[src/rtl/button_event_pipeline.sv]
// Debounce a synchronized button, detect presses and align events to a game-timer tick.
// Optional auto-repeat is enabled with `define BUTTON_EVENT_PIPELINE_AUTOREPEAT_EN.
module button_event_pipeline #(
    parameter int DEBOUNCE_CYCLES = 16,
    parameter int REPEAT_DELAY    = 2000,
    parameter int REPEAT_PERIOD   = 500
) (
    input  logic clock,
    input  logic resetn,
    input  logic in_sync,
    input  logic tick_input,
    output logic out_level,
    output logic key_pulse,
    output logic button
);

    localparam int CW = $clog2(DEBOUNCE_CYCLES) + 1;

    // Parameter legality is checked at elaboration; no hardware results.
    if (DEBOUNCE_CYCLES < 2 || DEBOUNCE_CYCLES > 65535) begin : g_bad_debounce
        $error("DEBOUNCE_CYCLES out of range 2..65535");
    end
    if (REPEAT_DELAY < 1 || REPEAT_PERIOD < 1) begin : g_bad_repeat
        $error("REPEAT_DELAY and REPEAT_PERIOD must be positive");
    end

    logic [CW-1:0] db_cnt;
    logic          prev_level;
    logic          pending;
    logic          evt;

    // NOTE: sequential state uses non-blocking assignments so every register samples pre-edge values.
    always_ff @(posedge clock or negedge resetn) begin
        if (!resetn) begin
            db_cnt    <= '0;
            out_level <= 1'b0;
        end else if (in_sync != out_level) begin
            if (db_cnt == CW'(DEBOUNCE_CYCLES - 1)) begin
                out_level <= ~out_level;
                db_cnt    <= '0;
            end else begin
                db_cnt <= db_cnt + CW'(1);
            end
        end else begin
            db_cnt <= '0;
        end
    end

    always_ff @(posedge clock or negedge resetn) begin
        if (!resetn) begin
            prev_level <= 1'b0;
        end else begin
            prev_level <= out_level;
        end
    end

    // Rising edge only; both terms are registers so the pulse is glitch-free.
    assign key_pulse = out_level & ~prev_level;

`ifdef BUTTON_EVENT_PIPELINE_AUTOREPEAT_EN
    localparam int RPT_MAX = (REPEAT_DELAY > REPEAT_PERIOD) ? REPEAT_DELAY : REPEAT_PERIOD;
    localparam int RW      = $clog2(RPT_MAX + 1);

    logic [RW-1:0] rpt_cnt;
    logic          rpt_armed;
    logic          rpt_fire;

    // rpt_cnt is 0 in the key_pulse cycle, so the first fire lands REPEAT_DELAY clocks after the rise.
    assign rpt_fire = out_level &
                      (rpt_cnt == (rpt_armed ? RW'(REPEAT_PERIOD) : RW'(REPEAT_DELAY)));

    always_ff @(posedge clock or negedge resetn) begin
        if (!resetn) begin
            rpt_cnt   <= '0;
            rpt_armed <= 1'b0;
        end else if (!out_level) begin
            rpt_cnt   <= '0;
            rpt_armed <= 1'b0;
        end else if (rpt_fire) begin
            rpt_cnt   <= RW'(1);
            rpt_armed <= 1'b1;
        end else begin
            rpt_cnt <= rpt_cnt + RW'(1);
        end
    end

    assign evt = key_pulse | rpt_fire;
`else
    assign evt = key_pulse;
`endif

    // An event arriving on a tick clock goes straight to button and never touches pending.
    always_ff @(posedge clock or negedge resetn) begin
        if (!resetn) begin
            pending <= 1'b0;
            button  <= 1'b0;
        end else if (tick_input) begin
            button  <= pending | evt;
            pending <= 1'b0;
        end else begin
            pending <= pending | evt;
            button  <= 1'b0;
        end
    end

endmodule

[config.mk]
export PLATFORM = sky130hd
export DESIGN_NAME = button_event_pipeline
export DESIGN_NICKNAME = d
export VERILOG_FILES = /design/src/rtl/button_event_pipeline.sv
export SDC_FILE = /design/constraint.sdc
export NUM_CORES = 1
export LEC_CHECK = 0
export CAP_MARGIN = 30
export CORE_AREA = 2 2 39 41
export DETAILED_ROUTE_END_ITERATION = 12
export DIE_AREA = 0 0 41 43
export PLACE_DENSITY = 0.5
export RECOVER_POWER = 50
export SYNTH_ARGS = -nofsm -noshare
export SYNTH_HDL_FRONTEND = slang
export SYNTH_SLANG_ARGS = --single-unit
[constraint.sdc]
create_clock -name clock -period 1.4 [get_ports clock]
set_input_delay 0.28 -clock clock [delete_from_list [all_inputs] [get_ports clock]]
set_output_delay 0.28 -clock clock [all_outputs]
set_load 0.005 [all_outputs]
-- Word-level counts from Yosys, hierarchy flattened
Index checks and enable logic that the tools add are counted.
- register bits after elaboration: 9
- output and inout bits: 3
- mux-type cells: 4
- $add $sub $neg: 1
- bitwise gates (word level): 4
- reduce and logical (&&, ||, !) cells: 1
- equal/unequal tests: 2
- operator list (cell ; count):
    two-way mux 5 bit ; 2
    adder 5 x 1 -> 5 bit, second input constant ; 1
    equality test 5 x 4 -> 1 bit, second input constant ; 1
    two-way mux 1 bit ; 2
    inverter 1 bit ; 2
    AND reduction 2 bit ; 1
    bitwise AND 1 bit ; 1
    inequality test 1 bit ; 1
    bitwise OR 1 bit ; 1

-- Depth between registers and ports, before layout
- word-level depth: 4
- mapped depth: 4
- depth with buffers taken out: 4

-- Worst setup path before layout
Ideal clock, no wire load.
- kind: reg-to-reg
- from: register db_cnt[0]
- to: register out_level
- arrival: 1019 ps
- path buffers: 0
- library setup time: 127 ps
- slack: 254 ps
- data required time: 1273 ps
- stages on the path, launching flop included: 5
- path through: dfrtp_1 -> ha_1 -> nand3_2 -> nor2_2 -> mux2_1
- word-level cells in the longest chain between the ends: 2
- ends and longest elaborated chain (element ; line ; text):
    from (decl) ; 27 ; logic [CW-1:0] db_cnt;
    from (signal assigned) ; 42 ; db_cnt <= db_cnt + CW'(1);
    equality test 5 x 4 -> 1 bit ; 38 ; if (db_cnt == CW'(DEBOUNCE_CYCLES - 1)) begin
    AND reduction 2 bit (no source line) ; -- ;
    to (signal assigned) ; 39 ; out_level <= ~out_level;
    to (decl) ; 12 ; output logic out_level,
No other way between the ends.
A chain may end at the register's enable or synchronous reset.

-- Worst setup path after layout
- from: register out_level
- to: output key_pulse
- word-level cells in the longest chain between the ends: 1
- ends and longest elaborated chain (element ; line ; text):
    bitwise AND 1 bit ; 58 ; assign key_pulse = out_level & ~prev_level;
    to (decl) ; 13 ; output logic key_pulse,
No other way between the ends.

==> results <==
==> final cells by class <==
class | count | area (um^2)
multi-input combinational | 18 | 121
inverter | 1 | 3.75
tap | 16 | 20.0
clock buffer | 4 | 26.3
sequential | 9 | 225
timing repair buffer | 8 | 72.6
fill | 138 | 915
==> layer usage <==
layer  vias up  track usage (%)  wire, um
met5         -                0         0
met3         0             4.71        19
met4         0             6.00         0
li1        112                -         -
met1       111             9.36       216
met2         3             12.5       305
==> critical path: cells and delay by family (launching register included) <==
family / cells / cell delay [ns]
flops: 1 / 0.40
buf+inv: 1 / 0.20
simple gates: 1 / 0.17
==> cell families after synthesis <==
kind of cell	synth area share, %
muxes	3.21
xor gates and xnor gates	7.50
AOI/OAI and AO/OA	1.43
buffers and inverters	1.07
and+or+nand+nor	18.9
DFF	64.3
adders and majority gates	3.57
==> sequential cells by signal (all words and copies together) (netlist names) <==
name	count
pending	1
prev_level	1
out_level	1
db_cnt	5
button	1
==> power groups by stage <==
stage	Combinational [mW]	Clock [mW]	Sequential [mW]
4_1_cts	0.0310	0.212	0.272
3_3_place_gp	0.0291	0	0.277
2_1_floorplan	0.0137	0	0.276
6_report	0.0296	0.199	0.272
3_5_place_dp	0.0308	0	0.277
5_1_grt	0.0334	0.232	0.273
==> worst min-delay path by stage <==
stage               startpoint    endpoint  slack (ns)  cells after the start
floorplan               resetn      button       -0.02                      0
CTS                     resetn  prev_level        0.32                      1
detailed placement   db_cnt[0]   db_cnt[0]        0.46                      1
global placement     db_cnt[0]   db_cnt[0]        0.45                      1
global route            resetn  prev_level        0.40                      1
finish                  resetn   db_cnt[4]        0.39                      1
==> synth_stat cells <==
| cell type | instances | area (um^2) |
|---|---|---|
| and2_1 | 1 | 6.26 |
| and2b_1 | 1 | 7.51 |
| and3_1 | 1 | 6.26 |
| dfrtp_1 | 9 | 225 |
| ha_1 | 1 | 12.5 |
| inv_1 | 1 | 3.75 |
| mux2_1 | 1 | 11.3 |
| nand3_1 | 1 | 5.00 |
| nand3_2 | 1 | 10.0 |
| nor2_1 | 5 | 18.8 |
| nor2_2 | 1 | 6.26 |
| nor2b_1 | 1 | 6.26 |
| o21ai_1 | 1 | 5.00 |
| xor2_1 | 3 | 26.3 |
==> timing repair <==
item                       CTS  global route
setup endpoints to repair    2             2
gates resized for setup      2             2
setup buffers                0             1
gates cloned                 0             0
==> impl_metrics.tcl <==
set metrics [dict create \
    dp.final_hpwl_um 425 \
    slew_violations 0 \
    die_height_um 43 \
    die_area_um2 1760 \
    slew_headroom_pct 72.3 \
    synth.distinct_cells 14 \
    place_area_um2 438 \
    seq_area_frac_synth_pct 64.3 \
    ctsHoldBuffers 0 \
    core_area_um2 1380 \
    cts_tree "done" \
    clk_pin_slew_ns 0.07 \
    clkSinkCount 9 \
    drc 0 \
    io-pin-count 7 \
    holdWs_ns 0.386 \
    p_int_mw 0.392 \
    fin_util_pct 33.9 \
    grt_pass1_vias 227 \
    rows 14 \
    final_cell_area_um2 469 \
    p_switching_mw 0.109 \
    end_kind "primary output" \
    rsz0062_at_grt "false" \
    final_cell_mix "dfrtp_1, nor2_1, xor2_1, clkbuf_4" \
    port_buffers 6 \
    fin_skew_ns 0.00694 \
    dp_slack_ns 0.0883 \
    htree_levels 1 \
    seq_power_share_pct 54.3 \
    status "completed" \
    drtAntennaViolNets 0 \
    setup_viol_count_final 0 \
    rrSetupSlack_ns 0.19 \
    setup_ws_ns 0.0946 \
    min_period_ns 1.31 \
    max_freq_ghz 0.766 \
    worst_pin_slew_ns 0.414 \
    peakVddDrop_mv 0.456 \
    cp-endpoint "key_pulse" \
    grt_pass1_wl_um 972 \
    crit_start "out_level" \
    firstDrtPassIters 2 \
    final_cells 56 \
    diodes 0 \
    worst_hold_path_type "input pin to asynchronous set/reset pin" \
    overflow 0 \
    clkPwrFrac_pct 39.7 \
    synth_nets 33 \
    viasPerCell 4.04 \
    synth.avg_cell_area_um2 12.5 \
    place.gp.congestion 0.592 \
    power_leakage_nw 0.261 \
    area_growth_syn_to_layout_pct 33.9 \
    antenna_found_initial 0 \
    clock_latency_ns 0.26 \
    r2r_cells 4 \
    clk_path_buf_depth 2 \
    synth_warnings 0 \
    rr_startpoint "db_cnt[0]" \
    start_util_pct 25.3 \
    drt_wl_total_um 541 \
    cp_slowest_stage_delay_ns 0.40 \
    path_max_fanout 3 \
    fin_nets 46 \
    drive_gt1_share_pct 15.0 \
    cts_buffers 3 \
    drv_cap 0 \
    switching_share_pct 21.8 \
    crit_chain "and2b_1 -> clkdlybuf4s15_1" \
    place_inst 51 \
    layout_commonest_cell "dfrtp_1" \
    finalHoldViolations 0 \
    vias 226 \
    min_period_over_period_pct 93.2 \
    synth_seq_cells 9 \
    worstSetupPathType "flip-flop to primary output" \
    dr.first_iter.drc_count 1 \
    worst_r2r_endpoint "out_level" \
    root_buffer "clkbuf_4" \
    startpoint_type "flip-flop" \
    die_w_um 41 \
    wl_per_cell_um 9.66 \
    synth_area_um2 350 \
    setup_tns_ns 0 \
    postSynthCellCount 28 \
    grt_max_degree 10 \
    power.density_nw_per_um2 1070 \
    power.total_mw 0.501 \
    required_ns 1.12 \
    grtUsageTotal_pct 8.74 \
    p_comb_share_pct 5.9 \
    crit_slowest_cell "dfrtp_1" \
    worstPathArrival_ns 1.03 \
]
No activity file was read; power rests on OpenSTA's default activity.
